[config.mk]
export PLATFORM = sky130hd
export DESIGN_NAME = fpnew_opgroup_dispatch
export DESIGN_NICKNAME = d
export VERILOG_FILES = /design/src/rtl/fpnew_opgroup_dispatch.sv
export SDC_FILE = /design/constraint.sdc
export NUM_CORES = 1
export LEC_CHECK = 0
export ABC_AREA = 1
export BUFFER_PORTS_ARGS = -buffer_cell sky130_fd_sc_hd__buf_2
export CORE_MARGIN = 2
export CORE_UTILIZATION = 50
export DETAILED_ROUTE_END_ITERATION = 8
export PLACE_DENSITY = 0.81
export SLEW_MARGIN = 10
export SYNTH_ARGS = -nofsm -noshare
export SYNTH_HDL_FRONTEND = slang
export SYNTH_SLANG_ARGS = --single-unit
[constraint.sdc]
create_clock -name clk_i -period 3.2 [get_ports clk_i]
set_input_delay 0.16 -clock clk_i [delete_from_list [all_inputs] [get_ports clk_i]]
set_output_delay 0.16 -clock clk_i [all_outputs]
set_load 0.005 [all_outputs]
[src/rtl/fpnew_opgroup_dispatch.sv]
// Issue-side dispatcher: 2-entry skid FIFO, opgroup decode, in-flight credit tracking.
// Optional stall statistics counter enabled by FPNEW_DISPATCH_STALL_CNT_EN.
package fpnew_pkg;
  localparam int unsigned NUM_FP_FORMATS = 5;
  localparam int unsigned NUM_OPGROUPS   = 4;

  typedef enum logic [2:0] {FP32 = 3'd0, FP64 = 3'd1, FP16 = 3'd2, FP8 = 3'd3, FP16ALT = 3'd4} fp_format_e;
  typedef enum logic [1:0] {INT8, INT16, INT32, INT64} int_format_e;
  typedef enum logic [2:0] {
    RNE = 3'b000, RTZ = 3'b001, RDN = 3'b010, RUP = 3'b011, RMM = 3'b100, ROD = 3'b101, DYN = 3'b111
  } roundmode_e;
  typedef enum logic [3:0] {
    FMADD, FNMSUB, ADD, MUL, DIV, SQRT, SGNJ, MINMAX, CMP, CLASSIFY, F2F, F2I, I2F, CPKAB, CPKCD
  } operation_e;
  typedef enum logic [1:0] {ADDMUL, DIVSQRT, NONCOMP, CONV} opgroup_e;

  function automatic opgroup_e get_opgroup(operation_e op);
    case (op)
      FMADD, FNMSUB, ADD, MUL:                 return ADDMUL;
      DIV, SQRT:                               return DIVSQRT;
      SGNJ, MINMAX, CMP, CLASSIFY:             return NONCOMP;
      F2F, F2I, I2F, CPKAB, CPKCD:             return CONV;
      default:                                 return NONCOMP;
    endcase
  endfunction
endpackage

module fpnew_opgroup_dispatch #(
  parameter int unsigned Width       = 64,
  parameter int unsigned NumOperands = 3,
  parameter int unsigned NumOpGroups = fpnew_pkg::NUM_OPGROUPS,
  parameter int unsigned MaxInflight = 8,
  parameter type         TagType     = logic,
  parameter type         MaskType    = logic,
  localparam int unsigned CntW       = $clog2(MaxInflight + 1),
  localparam int unsigned BoxW       = fpnew_pkg::NUM_FP_FORMATS * NumOperands
) (
  input  logic                          clk_i,
  input  logic                          rst_ni,
  input  logic                          in_valid_i,
  output logic                          in_ready_o,
  input  logic [NumOperands*Width-1:0]  operands_i,
  input  logic [BoxW-1:0]               is_boxed_i,
  input  fpnew_pkg::roundmode_e         rnd_mode_i,
  input  fpnew_pkg::operation_e         op_i,
  input  logic                          op_mod_i,
  input  fpnew_pkg::fp_format_e         src_fmt_i,
  input  fpnew_pkg::fp_format_e         dst_fmt_i,
  input  fpnew_pkg::int_format_e        int_fmt_i,
  input  logic                          vectorial_op_i,
  input  TagType                        tag_i,
  input  MaskType                       simd_mask_i,
  input  logic                          flush_i,
  output logic [NumOpGroups-1:0]        og_valid_o,
  input  logic [NumOpGroups-1:0]        og_ready_i,
  output logic [NumOperands*Width-1:0]  og_operands_o,
  output logic [BoxW-1:0]               og_is_boxed_o,
  output fpnew_pkg::roundmode_e         og_rnd_mode_o,
  output fpnew_pkg::operation_e         og_op_o,
  output logic                          og_op_mod_o,
  output fpnew_pkg::fp_format_e         og_src_fmt_o,
  output fpnew_pkg::fp_format_e         og_dst_fmt_o,
  output fpnew_pkg::int_format_e        og_int_fmt_o,
  output logic                          og_vectorial_op_o,
  output TagType                        og_tag_o,
  output MaskType                       og_simd_mask_o,
  input  logic                          retire_i,
  output logic [CntW-1:0]               inflight_o,
  output logic                          busy_o,
  output logic [31:0]                   stall_cnt_o
);

  typedef struct packed {
    logic [NumOperands*Width-1:0] operands;
    logic [BoxW-1:0]              is_boxed;
    fpnew_pkg::roundmode_e        rnd_mode;
    fpnew_pkg::operation_e        op;
    logic                         op_mod;
    fpnew_pkg::fp_format_e        src_fmt;
    fpnew_pkg::fp_format_e        dst_fmt;
    fpnew_pkg::int_format_e       int_fmt;
    logic                         vectorial_op;
    TagType                       tag;
    MaskType                      simd_mask;
  } entry_t;

  entry_t              mem_q [2];
  entry_t              in_entry, head;
  logic                wr_ptr_q, wr_ptr_d, rd_ptr_q, rd_ptr_d;
  logic [1:0]          level_q, level_d;
  logic [CntW-1:0]     count_q, count_d;
  logic                head_valid, credit_ok, issue, enq, dispatch, retire_ok;
  fpnew_pkg::opgroup_e grp;

  always_comb begin
    in_entry              = '0;
    in_entry.operands     = operands_i;
    in_entry.is_boxed     = is_boxed_i;
    in_entry.rnd_mode     = rnd_mode_i;
    in_entry.op           = op_i;
    in_entry.op_mod       = op_mod_i;
    in_entry.src_fmt      = src_fmt_i;
    in_entry.dst_fmt      = dst_fmt_i;
    in_entry.int_fmt      = int_fmt_i;
    in_entry.vectorial_op = vectorial_op_i;
    in_entry.tag          = tag_i;
    in_entry.simd_mask    = simd_mask_i;
  end

  assign head       = mem_q[rd_ptr_q];
  assign head_valid = (level_q != 2'd0);
  assign credit_ok  = (count_q < CntW'(MaxInflight));
  assign grp        = fpnew_pkg::get_opgroup(head.op);
  assign issue      = head_valid & credit_ok & ~flush_i;
  assign og_valid_o = issue ? (NumOpGroups'(1) << grp) : '0;
  assign dispatch   = |(og_valid_o & og_ready_i);
  assign in_ready_o = (level_q != 2'd2) & ~flush_i;
  assign enq        = in_valid_i & in_ready_o;
  // A retire with nothing in flight is a protocol error; drop it rather than wrap.
  assign retire_ok  = retire_i & (count_q != '0);

  always_comb begin
    wr_ptr_d = wr_ptr_q;
    rd_ptr_d = rd_ptr_q;
    level_d  = level_q;
    count_d  = count_q;
    if (flush_i) begin
      wr_ptr_d = 1'b0;
      rd_ptr_d = 1'b0;
      level_d  = 2'd0;
      count_d  = '0;
    end else begin
      if (enq)      wr_ptr_d = ~wr_ptr_q;
      if (dispatch) rd_ptr_d = ~rd_ptr_q;
      level_d = level_q + {1'b0, enq} - {1'b0, dispatch};
      if (dispatch && !retire_ok)      count_d = count_q + CntW'(1);
      else if (!dispatch && retire_ok) count_d = count_q - CntW'(1);
    end
  end

  always_ff @(posedge clk_i or negedge rst_ni) begin
    if (!rst_ni) begin
      wr_ptr_q <= 1'b0;
      rd_ptr_q <= 1'b0;
      level_q  <= 2'd0;
      count_q  <= '0;
      mem_q[0] <= '0;
      mem_q[1] <= '0;
    end else begin
      wr_ptr_q <= wr_ptr_d;
      rd_ptr_q <= rd_ptr_d;
      level_q  <= level_d;
      count_q  <= count_d;
      if (enq) mem_q[wr_ptr_q] <= in_entry;
    end
  end

  assign og_operands_o     = head.operands;
  assign og_is_boxed_o     = head.is_boxed;
  assign og_rnd_mode_o     = head.rnd_mode;
  assign og_op_o           = head.op;
  assign og_op_mod_o       = head.op_mod;
  assign og_src_fmt_o      = head.src_fmt;
  assign og_dst_fmt_o      = head.dst_fmt;
  assign og_int_fmt_o      = head.int_fmt;
  assign og_vectorial_op_o = head.vectorial_op;
  assign og_tag_o          = head.tag;
  assign og_simd_mask_o    = head.simd_mask;
  assign inflight_o        = count_q;
  assign busy_o            = head_valid | (count_q != '0);

`ifdef FPNEW_DISPATCH_STALL_CNT_EN
  // Flush cycles are not stalls; the counter survives flush so statistics span it.
  logic [31:0] stall_q;
  always_ff @(posedge clk_i or negedge rst_ni) begin
    if (!rst_ni)
      stall_q <= '0;
    else if (head_valid && !dispatch && !flush_i && (stall_q != 32'hFFFF_FFFF))
      stall_q <= stall_q + 32'd1;
  end
  assign stall_cnt_o = stall_q;
`else
  assign stall_cnt_o = 32'd0;
`endif

`ifndef SYNTHESIS
  retire_underflow: assert property (@(posedge clk_i) disable iff (!rst_ni)
    !(retire_i && !flush_i && (count_q == '0)))
    else $warning("retire_i with no operation in flight");
`endif

endmodule

After elaboration in Yosys (flattened, before gate mapping)
Memory sizes are Yosys's and may differ from the RTL's.
Cells that the tools add are included.
Widths: inputs -> output; s select.
Storage, ports and cells
  word-level logic and storage cells: 75
  output and inout bits: 268
  memories: 1
  bits in read-only memories: 32
  flip-flop bits (word level): 460
Memories
  (no name shown): depth 16, bits a word 2, read ports 1, clocked after memory_dff 0, wr ports 0, line 18  | case (op)
Operators by class
  reductions and logical operators: 11
  add/subtract/negate cells: 4
  bitwise operators: 12
  order comparisons: 4
  multiplexer cells: 15
  equality and inequality tests: 1
  shift operators: 1
Operators with widths (number)
  $mux 226: 4
  $bwmux 452: 1
  $demux 226 s1: 1
  $mux 4: 4
  $reduce_bool 2->1: 3
  $and 1x1->1: 5
  $add 4x1->4 const B: 1
  $and 4x4->4: 1
  $ge 2x2->1 const B: 2
  $lt 4x4->1 const B: 1
  $mux 1: 4
  $not 1->2: 2
  $reduce_bool 4->1: 1
  $reduce_or 4->1: 1
  $shl 1x2->4 const A: 1
  $sub 4x1->4 const B: 1
  $logic_and 1x1->1: 3
  $not 1->1: 3
  $reduce_bool 3->1: 1
  $add 2x1->2: 1
  $logic_not 1->1: 2
  $lt 2x1->1 const B: 1
  $mux 2: 1
  $ne 2x2->1 const B: 1
  other kinds (2): 2

Longest topological paths before layout
Gate-level depths: netlist (run 1).
An unclocked memory read counts as a cell.
  word-level depth: 14
  depth in mapped cells: 21
  gate-level depth less buffers: 20

Worst setup path before layout (run 1)
Ideal clock, no wire load.
  path type: register to register
  start point: register rd_ptr_q
  end point: register count_q[3] (netlist: inflight_o[3])
  data arrival time: 2251 ps
  clock period less this slack: 2368 ps
  setup time: 117 ps
  cell stages (with the launch flop): 21
  data required time: 3083 ps
  setup slack: 832 ps
  cell sequence: dfrtp_1 buf_6 nand2_1 nand2_2 nor2_1 nand2_1 nand2_1 nand3_1 nand2_2 inv_1 nand2_2 nand2_2 ha_1 a21oi_1 nand2_1 xor2_1 inv_1 nand2_1 nand2_1 nand2_1 nand2_1
Between the ends
  longest elaborated chain between the ends: 12
  elaborated cells on any way between the ends: 15
  classes of those cells: shift: 1; mux: 6; bitwise: 2; reduce/logical: 5; memory: 1
Ends and longest elaborated chain
  start: declaration: line 89  | logic wr_ptr_q, wr_ptr_d, rd_ptr_q, rd_ptr_d;
  start signal: assignment: line 151  | rd_ptr_q <= rd_ptr_d;
  $not 1->2 (not written as such) (*): line 110  | assign head = mem_q[rd_ptr_q];
  $mux 226 (not written as such) (*) (3 in a row): line 110
  $mem_v2 16x2 (*)
  $shl 1x2->4 (*): line 115  | assign og_valid_o = issue ? (NumOpGroups'(1) << grp) : '0;
  $mux 4 (*): line 115
  $and 4x4->4 (*): line 116  | assign dispatch = |(og_valid_o & og_ready_i);
  $reduce_or 4->1 (*): line 116
  $logic_and 1x1->1 or $logic_not 1->1 (tied branches): line 136, 137
  $mux 4 or $logic_and 1x1->1 (tied branches): line 136, 137
  $mux 4 or $reduce_bool 3->1 (tied branches)
  end signal: assignment: line 153  | count_q <= count_d;
  end: declaration: line 91  | logic [CntW-1:0] count_q, count_d;
Mark *: on every way between the ends. The rest lies on a longest branch, timed or not. The select of a mux whose other input is x is not followed.
A chain may end at the register's enable or synchronous reset.

Worst setup path after layout (run 1)
  start point: register rd_ptr_q
  end point: output port og_operands_o[139]
Between the ends
  longest elaborated chain between the ends: 4
Ends and longest elaborated chain
  $not 1->2 (not written as such): line 110
  $mux 226 (not written as such) (3 in a row): line 110
  end: declaration: line 56  | output logic [NumOperands*Width-1:0] og_operands_o,
No other way between the ends. The select of a mux whose other input is x is not followed.

==> impl_metrics.json, run 1 <==
{
  "status": "finished clean",
  "root_buffer": "clkbuf_16",
  "routed_wl_mm": 61.3,
  "ys_warn_count": 0,
  "fin_skew_ns": 0.0297,
  "multiInputGateArea_mm2": 0.00708,
  "crit_type": "reg -> out",
  "ys_seq_area_share_pct": 56.9,
  "die_w_um": 205,
  "crit_path_start_kind": "flip-flop",
  "synth_seq_cells": 460,
  "synth_area_mm2": 0.0202,
  "nets": 3414,
  "clockBufferDepth": 3,
  "area_growth_pct": 32.9,
  "worstPathArrival_ns": 2.85,
  "tns_ns": 0,
  "grt.busiest_layer": "met2",
  "ant_nets": 0,
  "start_util_pct": 50.8,
  "startpoint": "rd_ptr_q$_DFFE_PN0P_",
  "final-seq-area_mm2": 0.0115,
  "die_area_mm2": 0.0421,
  "relSlewSlack_pct": 29.3,
  "synth_compound_area_share_pct": 11.5,
  "rows": 73,
  "synth_top_cell_by_area": "dfrtp_1",
  "core_mm2": 0.0398,
  "grt_max_degree": 150,
  "r2r_cells": 19,
  "num_io_pins": 503,
  "synth_top_family_by_area": "simple AND/OR/NAND/NOR gates",
  "ff2ff_setup_slack_ns": 0.30,
  "fmax_mhz": 332,
  "port_buffers": 470,
  "finalCritPeriodShare_pct": 94.1,
  "netlist-cell-type-count": 27,
  "grt_setup_unrepaired": "no",
  "drtPass1Iterations": 7,
  "crit_path_end": "og_operands_o[139]",
  "crit_fanout": 88,
  "synth_fa_ha_area_share_pct": 0.346,
  "setup_viol": 0,
  "synthMuxAreaShare_pct": 0,
  "period_needed_ns": 3.01,
  "antenna_found_initial": 6,
  "rr_endpoint": "inflight_o[3]$_DFFE_PN0P_",
  "clk_pin_slew_ns": 0.06,
  "worstMarginPinSlew_ns": 1.06,
  "synth_xor_area_share_pct": 0.173,
  "wire_per_inst_um": 16.4,
  "critPathRequiredTime_ns": 3.04,
  "die_height_um": 205,
  "vias": 19400,
  "htreeDepth": 2,
  "p_leak_nw": 15.0,
  "met3_usage_pct": 7.33,
  "clock_latency_ns": 0.59,
  "synth.top_cells.by_area": "dfrtp_1 57%, nand2_1 21%, o21ai_0 11%",
  "fin_util_pct": 67.6,
  "grtUsageMet2_pct": 48.1,
  "synth_edf_count": 0,
  "first_global_vias": 19600,
  "cts_made_buffers": 48,
  "fin_area_mm2": 0.0269,
  "synth_area_per_cell_um2": 7.95,
  "syn_inst": 2545,
  "layout-drive-gt1-share_pct": 18.8,
  "numClockSinks": 460,
  "slew_viol_final": 0,
  "vias_per_cell": 5.19,
  "timing.hold.ws_ns": 0.0895,
  "place_area_mm2": 0.0229,
  "maxCapViolCount": 0,
  "layout_setup_ws_ns": 0.190,
  "synth_top_area_share_pct": 56.9,
  "cts_tree": "done",
  "pre_cts_slack_ns": 0.287,
  "async_reset_ff_share_pct": 100,
  "pwr_density_cell_mw_per_mm2": 897,
  "hold_path.class": "in -> async",
  "end_kind": "output pin",
  "ir_worst_vdd_uv": 635,
  "post-route-drc-count": 0,
  "grtUsageTotal_pct": 28.8,
  "synthSimpleGateAreaFrac_pct": 22.3,
  "nFillCells": 2849,
  "ys_dominant_reg_cell": "dfrtp_1",
  "hpwlAfterDp_mm": 35.7,
  "finalHoldViolations": 0,
  "grt-ovfl-total": 0,
  "grt_pass1_wl_mm": 97.4,
  "routabilityCongestion": 0.904,
  "drtIter0Drc": 1678,
  "reg2reg_from": "rd_ptr_q$_DFFE_PN0P_",
  "gr-usage-met1_pct": 34.1
}
what timing repair did:
item,4_1_cts,5_1_grt
hold endpoints to repair,521,0
pin swaps,0,0
setup buffers,0,0
setup endpoints to repair,16,5
gates resized for setup,1,2
hold buffers,229,0
worst min path at each step:
stage / endpoint / slack, ns / depth (start not counted)
3_3_place_gp: mem_q[151]$_DFFE_PN0P_ / 0.13 / 1
2_1_floorplan: inflight_o[0]$_DFFE_PN0P_ / -0.14 / 0
5_1_grt: rd_ptr_q$_DFFE_PN0P_ / 0.10 / 5
6_report: mem_q[151]$_DFFE_PN0P_ / 0.09 / 2
3_5_place_dp: mem_q[377]$_DFFE_PN0P_ / 0.14 / 1
4_1_cts: rd_ptr_q$_DFFE_PN0P_ / 0.05 / 5
stage by stage:
stage               cells  power [mW]
floorplan            2576        14.1
global placement     3420        17.3
detailed placement   3420        17.7
CTS                  3737        23.9
global route         3743        25.8
finish               3744        24.1
cell type report:
class | instances | share of cell area [%]
clock buffers | 63 | 5.09
diodes | 7 | 0.0651
inverters | 245 | 3.45
clock inverters | 25 | 1.12
flip-flops and latches | 460 | 42.8
multi-input cells | 1689 | 26.3
repair buffers | 730 | 18.7
well taps | 525 | 2.44
metal layers:
metal / part of all wire (%) / vias to the layer above
met5: 0 / -
met4: 6.1 / 0
met3: 8.7 / 255
met2: 48 / 1022
met1: 37 / 9137
li1: - / 9002
state kept, by name, indices dropped and copies added, names as in the netlist:
name / cells
mem_q: 452
inflight_o: 4
level_q: 2
rd_ptr_q: 1
wr_ptr_q: 1
placed cells by master, fill, tap and decap left out:
cell | synthesis | final
a21oi_1 | 3 | 3
a21oi_2 | 2 | 2
a21oi_4 | 1 | 1
buf_12 | 0 | 12
buf_2 | 24 | 469
buf_4 | 32 | 17
buf_6 | 4 | 2
buf_8 | 0 | 1
bufinv_16 | 0 | 6
clkbuf_1 | 115 | 6
clkbuf_16 | 0 | 50
clkbuf_8 | 0 | 7
clkinv_2 | 0 | 13
clkinv_8 | 0 | 1
clkinvlp_4 | 0 | 4
conb_1 | 1 | 32
dfrtp_1 | 460 | 459
dfrtp_4 | 0 | 1
diode_2 | 0 | 7
dlygate4sd3_1 | 0 | 229
fa_1 | 1 | 1
ha_1 | 4 | 4
inv_1 | 243 | 243
inv_2 | 2 | 1
inv_6 | 0 | 1
inv_8 | 0 | 1
nand2_1 | 1148 | 1148
nand2_2 | 13 | 13
nand3_1 | 8 | 7
nand3_4 | 0 | 1
nand4_1 | 3 | 3
nor2_1 | 12 | 12
nor2_2 | 1 | 1
nor3_1 | 1 | 1
nor4_1 | 1 | 1
o21ai_0 | 444 | 444
o21ai_1 | 10 | 10
or2_4 | 0 | 1
xnor2_1 | 2 | 2
xor2_1 | 2 | 2
synth_stat cells, types with 2 or more instances:
cell type / number
inv_1: 243
clkbuf_1: 115
nand2_1: 1148
xnor2_1: 2
nand2_2: 13
buf_1: 7
nor2_1: 12
buf_2: 24
a21oi_1: 3
buf_4: 32
ha_1: 4
nand4_1: 3
o21ai_1: 10
nand3_1: 8
xor2_1: 2
dfrtp_1: 460
a21oi_2: 2
inv_2: 2
buf_6: 4
o21ai_0: 444
logic make-up after synthesis:
group / count (synthesis)
and+or+nand+nor: 1188
AOI/OAI and AO/OA: 460
DFF: 460
buffers and inverters: 427
adders and majority gates: 5
xor gates and xnor gates: 4
other: 1
power by group:
part | switching [mW] | internal [mW]
clock network | 2.37 | 3.51
logic | 5.07 | 3.35
registers | 1.51 | 8.33
worst max-delay path, cell delays in order, from the launching register on:
cell and delay [ns]:
dfrtp_4 0.61, inv_8 0.21, buf_4 0.35, buf_6 0.60, nand2_1 0.14, nand2_1 0.16, buf_2 0.14
Power figures use the tool's default switching activity.
==> inputs of run 2 (changes only) <==
CORE_UTILIZATION = 35   (was 50)
GPL_ROUTABILITY_DRIVEN = 0   (was default)
GPL_TIMING_DRIVEN = 0   (was default)
PLACE_DENSITY = 0.61   (was 0.81)
==> impl_metrics.json, run 2 (synthesized netlist as in run 1, its figures left out) <==
{
  "status": "finished clean",
  "grt_setup_unrepaired": "no",
  "fmax_mhz": 339,
  "largest-register": "mem_q",
  "clk_pin_slew_ns": 0.06,
  "nets": 3572,
  "htreeDepth": 2,
  "grtUsageTotal_pct": 21.5,
  "worstPathArrival_ns": 2.79,
  "worstMarginPinSlew_ns": 0.930,
  "fin_skew_ns": 0.0244,
  "end_kind": "output pin",
  "period_needed_ns": 2.95,
  "fin_area_mm2": 0.0278,
  "cts_tree": "done",
  "start_util_pct": 35.2,
  "clockBufferDepth": 3,
  "die_w_um": 244,
  "crit_fanout": 10,
  "core_mm2": 0.0575,
  "die_height_um": 244,
  "die_area_mm2": 0.0598,
  "crit_type": "reg -> out",
  "drtIter0Drc": 1169,
  "timing.hold.ws_ns": 0.0694,
  "port_buffers": 470,
  "vias_per_cell": 4.59,
  "mostFrequentLayoutCells": "1148 x nand2_1, 493 x buf_2, 460 x dfrtp_1, 444 x o21ai_0, 243 x inv_1",
  "finalHoldViolations": 0,
  "ant_nets": 0,
  "hpwlAfterDp_mm": 45.2,
  "largest_reg_flops": 452,
  "cts_made_buffers": 51,
  "finalCritPeriodShare_pct": 92.1,
  "vias": 19000,
  "critPathRequiredTime_ns": 3.04,
  "cpPeakStageDelay_ns": 0.63,
  "grt_pass1_wl_mm": 102,
  "drtPass1Iterations": 6,
  "slew_viol_final": 0,
  "maxCapViolCount": 0,
  "root_buffer": "clkbuf_16",
  "first_global_vias": 18900,
  "grt_max_degree": 110,
  "rows": 88,
  "p_leak_nw": 15.3,
  "relSlewSlack_pct": 38.0,
  "routed_wl_mm": 65.1,
  "wire_per_inst_um": 15.7,
  "post-route-drc-count": 0,
  "layout-drive-gt1-share_pct": 18.9,
  "hold_path.class": "in -> async",
  "clock_latency_ns": 0.58,
  "final_common_cell": "nand2_1",
  "antenna_found_initial": 4,
  "numClockSinks": 460,
  "crit_path_start_kind": "flip-flop",
  "stdcell_count": 4139,
  "area_growth_pct": 37.3,
  "place_area_mm2": 0.0238,
  "ir_worst_vdd_uv": 536,
  "crit_chain": "inv_2 > buf_6 > clkbuf_1 > clkbuf_1 > nand2_1 > nand2_1 > buf_2",
  "setup_viol": 0,
  "dp.cells": 3815,
  "pwr_density_cell_mw_per_mm2": 869,
  "grt-ovfl-total": 0,
  "cpMaxStageDelayCell": "clkbuf_1",
  "num_io_pins": 503
}
## run 2: cell types whose count changed in the layout (fill, tap and decap cells not counted), moves of 3 or more
cell        before  now
clkbuf_8         7   14
clkinv_2        13    8
buf_4           17   32
buf_16           0    4
diode_2          7    3
clkinvlp_4       4    1
clkbuf_1         6  124
buf_12          12    0
buf_1            0    7
bufinv_16        6    3
buf_2          469  493
## run 2: area by class of cell
type / instances / area (um^2)
Fill cell: 5598 / 29700
Sequential cell: 460 / 11500
Multi-Input combinational cell: 1689 / 7060
Timing Repair Buffer: 703 / 4760
Clock buffer: 76 / 1530
Tap cell: 765 / 957
Inverter: 245 / 920
Buffer: 182 / 865
Clock inverter: 16 / 180
Antenna cell: 3 / 7.51
## run 2: final timing paths
path	from	endpoint	slack (ns)	depth (start not counted)
setup / recovery	rd_ptr_q$_DFFE_PN0P_	og_operands_o[137]	0.25	7
hold / removal	rst_ni	mem_q[156]$_DFFE_PN0P_	0.07	2
setup reg to reg	rd_ptr_q$_DFFE_PN0P_	inflight_o[3]$_DFFE_PN0P_	0.46	20
hold reg to reg	mem_q[282]$_DFFE_PN0P_	mem_q[282]$_DFFE_PN0P_	0.48	2
max in group asynchronous	rst_ni	mem_q[84]$_DFFE_PN0P_	1.69	4
min in group clk_i	og_ready_i[0]	rd_ptr_q$_DFFE_PN0P_	0.09	5
## run 2: through the flow
stage	TNS [ns]	setup WS (ns)	util [%]	total power, mW
floorplan	0	0.832	-	14.1
global placement	-3483.29	-7.64	41.2	17.9
finish	0	0.253	48.4	24.2
detailed placement	0	0.460	41.4	18.1
CTS	0	0.109	48.4	24.4
global route	0	0.0254	48.4	26.1
## run 2: power by group
group	internal, mW	total (mW)	switching [mW]
sequential	8.32	9.61	1.29
combinational	3.43	8.61	5.18
clock	3.55	5.94	2.39
total	15.3	24.2	8.86
## run 2: worst max-delay path, delay by kind of cell (launching register included)
kind / cells / cell delay (ns)
flip-flops: 1 / 0.42
buffers and inverters: 5 / 1.55
AND/OR/NAND/NOR: 2 / 0.22
## run 2: timing repair
item | CTS | global route
setup endpoints to repair | 5 | 0
hold buffers | 229 | 0
buffers inserted | 0 | 0
endpoints found under the hold margin | 708 | 0
resized for setup | 1 | 0
## run 2: layer usage
metal	part of all wire (%)	vias to the layer above	GRT usage (%)	wire length, um
met5	0.037	-	0	24
met2	47	611	35.3	30800
met3	6.7	130	4.70	4340
met4	3.2	4	7.46	2100
li1	-	9349	-	-
met1	43	8884	28.1	27800
==> inputs of run 3 (changes only) <==
BUFFER_PORTS_ARGS = -buffer_cell sky130_fd_sc_hd__clkbuf_2   (was -buffer_cell sky130_fd_sc_hd__buf_2)
==> impl_metrics.json, run 3 (synthesized netlist as in run 1, its figures left out) <==
{
  "nFillCells": 5725,
  "nets": 3574,
  "vias_per_cell": 4.60,
  "area_growth_pct": 37.6,
  "crit_family": "buffers and inverters",
  "cpPeakStageDelay_ns": 0.66,
  "min_from": "og_ready_i[0]",
  "crit_type": "reg -> out",
  "reg2reg_from": "rd_ptr_q$_DFFE_PN0P_",
  "critPathRequiredTime_ns": 3.04,
  "p_total_mw": 24.3,
  "ir_worst_vdd_uv": 463,
  "rows": 88,
  "final_common_cell": "nand2_1",
  "setup_viol": 0,
  "fmax_mhz": 337,
  "p_leak_nw": 15.3,
  "startpoint": "rd_ptr_q$_DFFE_PN0P_",
  "vias": 19000,
  "violations": "design-rule violations",
  "worstPathArrival_ns": 2.80,
  "crit_chain": "inv_2 > buf_6 > clkbuf_1 > clkbuf_1 > nand2_1 > nand2_1 > clkbuf_2",
  "post-route-drc-count": 2,
  "root_buffer": "clkbuf_16",
  "worstMarginPinSlew_ns": 0.902,
  "die_area_mm2": 0.0598,
  "status": "finished with violations",
  "slew_viol_final": 0,
  "drtIter0Drc": 1111,
  "numClockSinks": 460,
  "multiInputGateArea_mm2": 0.00706,
  "end_kind": "output pin",
  "largest_reg_flops": 452,
  "mostFrequentLayoutCells": "1148 x nand2_1, 470 x clkbuf_2, 460 x dfrtp_1, 444 x o21ai_0, 243 x inv_1",
  "start_util_pct": 35.2,
  "cpMaxStageDelayCell": "clkbuf_1",
  "fin_skew_ns": 0.0116,
  "ant_nets": 0,
  "grt-ovfl-total": 0,
  "routed_wl_mm": 65.2,
  "cts_made_buffers": 52,
  "crit_path_start_kind": "flip-flop",
  "port_buffers": 470,
  "relSlewSlack_pct": 39.9,
  "grt_pass1_wl_mm": 102,
  "clk_pin_slew_ns": 0.06,
  "clock_latency_ns": 0.58,
  "timing.hold.ws_ns": 0.0941,
  "hpwlAfterDp_mm": 45.1,
  "drtPass1Iterations": 8,
  "grt_setup_unrepaired": "no",
  "die_w_um": 244,
  "crit_fanout": 10,
  "pwr_density_cell_mw_per_mm2": 873,
  "grt_max_degree": 103,
  "htreeDepth": 2,
  "final-seq-area_mm2": 0.0115,
  "hold_path.class": "in -> reg",
  "core_mm2": 0.0575,
  "grtUsageTotal_pct": 21.4,
  "antenna_found_initial": 3,
  "crit_buf_inv": 5,
  "first_global_vias": 18900,
  "wire_per_inst_um": 15.7,
  "cts_setup_buffers": 0,
  "cts_tree": "done",
  "clockBufferDepth": 3,
  "finalHoldViolations": 0,
  "die_height_um": 244,
  "finalCritPeriodShare_pct": 92.6,
  "maxCapViolCount": 0,
  "largest-register": "mem_q",
  "layout-drive-gt1-share_pct": 18.7,
  "num_io_pins": 503,
  "period_needed_ns": 2.96
}
[run 3: worst min-delay path, cell delays in order]
cell and delay [ns]:
clkbuf_2 0.09, nand3_1 0.08, nand2_2 0.10, nor2_2 0.07, a21oi_1 0.14
[run 3: metrics by stage]
step           cells  setup TNS [ns]  instance area (um^2)  worst slack, ns  utilization, %
2_1_floorplan   2576               0                 20400            0.832               -
3_3_place_gp    3811        -4025.76                 23700            -8.82            41.2
3_5_place_dp    3816               0                 23800            0.426            41.4
4_1_cts         4139               0                 27800           0.0885            48.4
5_1_grt         4140               0                 27800          0.00687            48.5
6_report        4141               0                 27900            0.237            48.5
[run 3: area by class of cell]
| cell class | count | share of cell area [%] |
|---|---|---|
| inverter | 245 | 3.30 |
| tap | 765 | 3.44 |
| multi-input combinational | 1689 | 25.4 |
| timing repair buffer | 704 | 17.2 |
| buffer | 182 | 3.10 |
| clock inverter | 8 | 0.494 |
| antenna | 2 | 0.0180 |
| sequential | 460 | 41.3 |
| clock buffer | 86 | 5.75 |
[run 3: path summary, 6_finish.rpt]
path                                              to  slack, ns  cells after the start
min in group asynchronous     mem_q[192]$_DFFE_PN0P_       0.10                      2
max reg2reg                inflight_o[3]$_DFFE_PN0P_       0.41                     20
min reg2reg                    mem_q[11]$_DFFE_PN0P_       0.48                      2
min                             rd_ptr_q$_DFFE_PN0P_       0.09                      5
max                               og_operands_o[144]       0.24                      7
max in group asynchronous     mem_q[287]$_DFFE_PN0P_       1.79                      4
[run 3: where the power goes]
part           internal [mW]  switching, mW
clock                   3.64           2.43
sequential              8.32           1.28
combinational           3.41           5.23
[run 3: per-layer routing]
metal | vias up | share of wire [%] | global-route usage, %
met1 | 8991 | 42 | 27.7
li1 | 9347 | - | -
met5 | - | 0.041 | 0
met2 | 552 | 48 | 35.1
met3 | 136 | 6.9 | 4.70
met4 | 4 | 3.5 | 8.05
[run 3: what timing repair did]
action                                  CTS  global route
endpoints found under the setup margin   18             0
gates resized for setup                   1             0
hold buffers                            229             0
endpoints found under the hold margin   651             0
